$ cat config.mk
export PLATFORM = sky130hd
export DESIGN_NAME = area_hit_counter
export DESIGN_NICKNAME = d
export VERILOG_FILES = /design/src/rtl/area_hit_counter_pkg.sv /design/src/rtl/area_classifier.sv /design/src/rtl/area_hit_counter.sv
export SDC_FILE = /design/constraint.sdc
export NUM_CORES = 1
export LEC_CHECK = 0
export ABC_CLOCK_PERIOD_IN_PS = 2200
export CORE_MARGIN = 4
export CORE_UTILIZATION = 45
export CTS_BUF_LIST = sky130_fd_sc_hd__clkbuf_8
export CTS_CLUSTER_DIAMETER = 120
export DETAILED_ROUTE_END_ITERATION = 12
export PLACE_DENSITY = 0.68
export RECOVER_POWER = 25
export REMOVE_ABC_BUFFERS = 1
export SETUP_SLACK_MARGIN = 0.15
export SYNTH_ARGS = -nofsm -noshare
export SYNTH_HDL_FRONTEND = slang
export SYNTH_SLANG_ARGS = --single-unit
$ cat constraint.sdc
create_clock -name clock -period 2.2 [get_ports clock]
set_input_delay 0.33 -clock clock [delete_from_list [all_inputs] [get_ports clock]]
set_output_delay 0.33 -clock clock [all_outputs]
set_load 0.05 [all_outputs]
$ cat src/rtl/area_hit_counter_pkg.sv
// Shared constants, state encoding and helpers for the area hit counter.
package area_hit_counter_pkg;

    localparam int unsigned COORD_W     = 8;   // converter sample width
    localparam int unsigned SUM_W       = 9;   // |x|+|y| without wrap
    localparam int unsigned IDX_W       = 8;   // sample index, covers 1..255 samples
    localparam int unsigned HALF_SIDE   = 48;  // square half-side, inclusive
    localparam int unsigned DIAG_RADIUS = 64;  // diamond radius, inclusive

    typedef enum logic [1:0] {
        S_SOC = 2'd0,
        S_EOC = 2'd1,
        S_OUT = 2'd2,
        S_ACK = 2'd3
    } state_t;

    // Magnitude of a two's complement coordinate; |-128| = 128 fits unsigned.
    function automatic logic [COORD_W-1:0] abs_coord(input logic [COORD_W-1:0] v);
        return v[COORD_W-1] ? COORD_W'((~v) + COORD_W'(1)) : v;
    endfunction

endpackage

$ cat src/rtl/area_classifier.sv
// Point-in-area test: inside when the point lies in exactly one of the
// square (|x|,|y| <= HALF_SIDE) and the diamond (|x|+|y| <= DIAG_RADIUS).
// Ports:
//   x_i, y_i  : two's complement coordinates
//   inside_c  : combinational classification result
module area_classifier
    import area_hit_counter_pkg::*;
(
    input  logic [COORD_W-1:0] x_i,
    input  logic [COORD_W-1:0] y_i,
    output logic               inside_c
);

    logic [COORD_W-1:0] ax;
    logic [COORD_W-1:0] ay;
    logic [SUM_W-1:0]   sum;
    logic               in_sq;
    logic               in_diam;

    always_comb begin
        ax       = abs_coord(x_i);
        ay       = abs_coord(y_i);
        // 9-bit sum so 128+128 does not wrap back into the diamond
        sum      = SUM_W'(ax) + SUM_W'(ay);
        in_sq    = (ax <= COORD_W'(HALF_SIDE)) && (ay <= COORD_W'(HALF_SIDE));
        in_diam  = (sum <= SUM_W'(DIAG_RADIUS));
        inside_c = in_sq ^ in_diam;
    end

endmodule

$ cat src/rtl/area_hit_counter.sv
// Batch controller: acquires N_SAMPLES points from the X/Y converters,
// counts the points inside the area and hands the count to a consumer.
// Ports:
//   clock, reset_        : clock (posedge), asynchronous active-low reset
//   soc_x, soc_y         : start of conversion (identical)
//   eoc_x, eoc_y         : end of conversion, 1 = idle/done
//   x, y                 : two's complement coordinates
//   dav_                 : data valid, active low
//   rfd                  : consumer ready for data
//   count                : hits in last batch, valid while dav_ = 0
// N_SAMPLES must be 1..255 and no greater than 2**CW-1 so acc never wraps.
module area_hit_counter
    import area_hit_counter_pkg::*;
#(
    parameter int unsigned N_SAMPLES = 8,
    parameter int unsigned CW        = 8
) (
    input  logic               clock,
    input  logic               reset_,
    output logic               soc_x,
    input  logic               eoc_x,
    input  logic [COORD_W-1:0] x,
    output logic               soc_y,
    input  logic               eoc_y,
    input  logic [COORD_W-1:0] y,
    output logic               dav_,
    input  logic               rfd,
    output logic [CW-1:0]      count
);

    state_t           state_q, state_d;
    logic             soc_q, soc_d;
    logic             dav_n_q, dav_n_d;
    logic [CW-1:0]    count_q, count_d;
    logic [CW-1:0]    acc_q, acc_d;
    logic [IDX_W-1:0] idx_q, idx_d;

    logic             inside_c;
    logic [CW-1:0]    acc_plus;
    logic             last_sample;
    logic             both_done;

    area_classifier u_classifier (
        .x_i      (x),
        .y_i      (y),
        .inside_c (inside_c)
    );

    assign acc_plus    = acc_q + CW'(inside_c);
    assign last_sample = (idx_q == IDX_W'(N_SAMPLES - 1));
    assign both_done   = eoc_x & eoc_y;

    // State and datapath registers
    always_ff @(posedge clock or negedge reset_) begin
        if (!reset_) begin
            state_q <= S_SOC;
            soc_q   <= 1'b0;
            dav_n_q <= 1'b1;
            count_q <= '0;
            acc_q   <= '0;
            idx_q   <= '0;
        end else begin
            state_q <= state_d;
            soc_q   <= soc_d;
            dav_n_q <= dav_n_d;
            count_q <= count_d;
            acc_q   <= acc_d;
            idx_q   <= idx_d;
        end
    end

    // Next-state and register updates
    always_comb begin
        state_d = state_q;
        soc_d   = soc_q;
        dav_n_d = dav_n_q;
        count_d = count_q;
        acc_d   = acc_q;
        idx_d   = idx_q;

        unique case (state_q)
            S_SOC: begin
                soc_d = 1'b1;
                if (!eoc_x && !eoc_y) begin
                    state_d = S_EOC;
                end
            end
            S_EOC: begin
                soc_d = 1'b0;
                // Coordinates are only trusted once both converters are done
                if (both_done) begin
                    acc_d = acc_plus;
                    if (last_sample) begin
                        count_d = acc_plus;
                        state_d = S_OUT;
                    end else begin
                        idx_d   = idx_q + IDX_W'(1);
                        state_d = S_SOC;
                    end
                end
            end
            S_OUT: begin
                dav_n_d = 1'b0;
                if (!rfd) begin
                    state_d = S_ACK;
                end
            end
            S_ACK: begin
                dav_n_d = 1'b1;
                if (rfd) begin
                    acc_d   = '0;
                    idx_d   = '0;
                    state_d = S_SOC;
                end
            end
            default: begin
                state_d = S_SOC;
            end
        endcase
    end

    assign soc_x = soc_q;
    assign soc_y = soc_q;
    assign dav_  = dav_n_q;
    assign count = count_q;

endmodule

==> out/qor.yml <==
min_period_ns: 3.36
status: "finished, violations left"
final_area_um2: 3390
hpwl_um: 3810
wl_per_cell_um: 14.0
p_int_mw: 1.52
cp.buffers_inverters: 3
clkPwrFrac_pct: 11.7
layout.nets: 380
maxCapViolations: 0
ioPinCount: 32
yosys-top-cells-count: "27 x dfrtp_1, 26 x nor2_1, 25 x nand2_1"
diodes: 0
syn-cell-area_um2: 2170
power_mw: 2.71
post-route-drc-count: 0
critPathMostFrequentCell: "and3_4"
fin_cells: 395
p_seq_share_pct: 30.4
dr_total_vias: 2108
max_freq_mhz: 298
crit_slowest_cell: "clkdlybuf4s50_1"
setup.worst_path.end_class: "flop"
rows: 24
crit_required_ns: 2.37
crit_path_max_fanout: 5
first_global_vias: 2125
yosysMostFrequentCell: "dfrtp_1"
viasPerCell: 5.34
insertion_delay_ns: 0.27
ctsHoldBuffers: 0
port_buffers: 31
min_path_type: "reg2reg"
path_cells: "clkdlybuf4s50_1 > buf_4 > xnor2_1 > ha_1 > buf_4 > nor3_2 > or3_1 > o2111ai_2 > a21oi_2 > xor2_1 > ha_2 > and3_4 > and3_4 > and3_4 > o21ai_2 > a22o_1"
slew_viol_final: 0
ys_async_sr_fraction_pct: 100
wl_um: 5530
syn_to_final_growth_pct: 56.5
synth.area.top_cells: "dfrtp_1 31%, ha_1 8.1%, o21ai_0 5.1%"
cts.clk_slew.worst_paths_ns: 0.09
worst_pin_slew_ns: 1.47
netlist_instances: 250
place_area_um2: 2880
die_area_um2: 5990
clockBufferDepth: 2
overflow: 0
drtIter0Drc: 52
postLayoutCoreUtil_pct: 75.3
core_um2: 4500
die_w_um: 77.4
htreeDepth: 1
cts_sinks: 28
start_util_pct: 48.1
dp_slack_ns: -1.93
cp.arrival_ns: 3.52
combPwrFrac_pct: 58.0
firstDrtPassIters: 4
setup_viol: 16
vdd_drop_max_v: 0.000326
slew_headroom_pct: 2.23
crit_path_start_kind: "input pin"
dieHeight_um: 77.4
cts_buffers: 3
switching_power_mw: 1.18
power_density_nw_per_um2: 799
yosysTopAreaCell: "dfrtp_1"
synth_top_area_share_pct: 31.2
synth_edf_count: 0
rsz0062_at_grt: "yes"
grtUsageTotal_pct: 17.7
finalSetupTns_ns: -14.92
grt_max_degree: 29
yosys_most_used_dff: "dfrtp_1"
p_sw_share_pct: 43.7
path_class: "in2reg"
cts-root-buf: "clkbuf_8"
power.leakage_nw: 1.53
fin_crit_sh_pct: 153
yosys_register_bits: 28
finClkSkew_ns: 0.00326
setup_ws_ns: -1.16
grt_pass1_wl_um: 8910
tritoncts: "done"
syn_area_per_cell_um2: 8.66
synth-seq-area-share_pct: 32.4
violations: "negative setup slack"
hold_viol_final: 0
antenna_found_initial: 0
dpl.cell_count: 375
gp_congestion: 0.811
max_stage_delay_ns: 0.49
ys_types: 50
fin_hold_ws_ns: 0.487
ant_nets: 0
drive_gt1_share_pct: 39.4
crit_family: "simple AND/OR/NAND/NOR gates"
yosysWarnings: 0
[logic make-up (layout without fill, tap and decap cells)]
kind of cell    count (synthesis)  after routing  share of synthesized area [%]
xor+xnor                       24             24                           10.7
compound gates                 60             60                           18.4
fa+ha+maj                      15             15                           9.01
simple gates                   99             99                           23.7
mux                             4              4                           2.02
buf+inv                        20            113                           3.64
flops                          28             28                           32.4
[timing repair]
item | in CTS | in global routing
setup buffers | 11 | 5
endpoints found under the hold margin | 0 | 0
gates resized for setup | 73 | 39
pin swaps | 31 | 32
endpoints found under the setup margin | 16 | 16
[layout by cell type (no fill, tap or decap), types with 5 or more instances in the layout]
master,Yosys,layout
xnor2_2,2,7
inv_1,14,8
buf_4,1,54
xnor2_1,12,7
xor2_1,9,7
o21ai_0,22,12
and3_4,1,6
a21oi_1,13,10
nand3_1,14,10
nand2_1,25,23
ha_1,14,8
dfrtp_1,27,27
nor2_1,26,24
o21ai_2,0,5
ha_4,0,5
clkdlybuf4s50_1,0,20
o21ai_1,0,5
dlygate4sd2_1,0,5
buf_6,0,10
[power by group through the flow]
stage	clock (mW)	sequential, mW	combinational [mW]
2_1_floorplan	0	1.15	0.549
3_3_place_gp	0	0.819	1.38
3_5_place_dp	0	0.825	1.39
4_1_cts	0.322	0.818	1.50
5_1_grt	0.338	0.852	1.69
6_report	0.317	0.823	1.57
[final cells by class]
| type | count | area, µm² |
|---|---|---|
| multi-input combinational | 202 | 1670 |
| fill | 316 | 1110 |
| timing repair buffer | 95 | 831 |
| sequential | 28 | 702 |
| inverter | 14 | 67.6 |
| tap | 52 | 65.1 |
| clock buffer | 4 | 55.1 |
[state kept, by name, summed over array words and instances (netlist names), named ones only]
name,flops
soc_x,1
dav_,1
acc_q,8
idx_q,8
state_q,1
count,8
[layer usage]
| layer | track usage (%) | vias to the layer above | part of all wire [%] |
|---|---|---|---|
| li1 | - | 1069 | - |
| met1 | 18.7 | 1003 | 40 |
| met2 | 37.0 | 32 | 57 |
| met3 | 1.50 | 4 | 2.4 |
| met4 | 4.09 | 0 | 1.1 |
| met5 | 0 | - | 0 |
[path summary, 6_finish.rpt]
check	start	end	slack, ns	depth (start not counted)
setup / recovery	y[4]	acc_q[7]	-1.16	16
hold / removal	dav_	dav_	0.49	2
min in group asynchronous	reset_	idx_q[2]	0.93	2
max in group asynchronous	reset_	count[6]	0.42	2
hold reg to reg	dav_	dav_	0.49	2
setup reg to reg	idx_q[4]	count[1]	0.38	4
[worst min-delay path: stages, from the launching register on]
cell and delay [ns]:
dfstp_2 0.38, inv_1 0.04, o21ai_0 0.07
No activity file was read; power rests on OpenSTA's default activity.
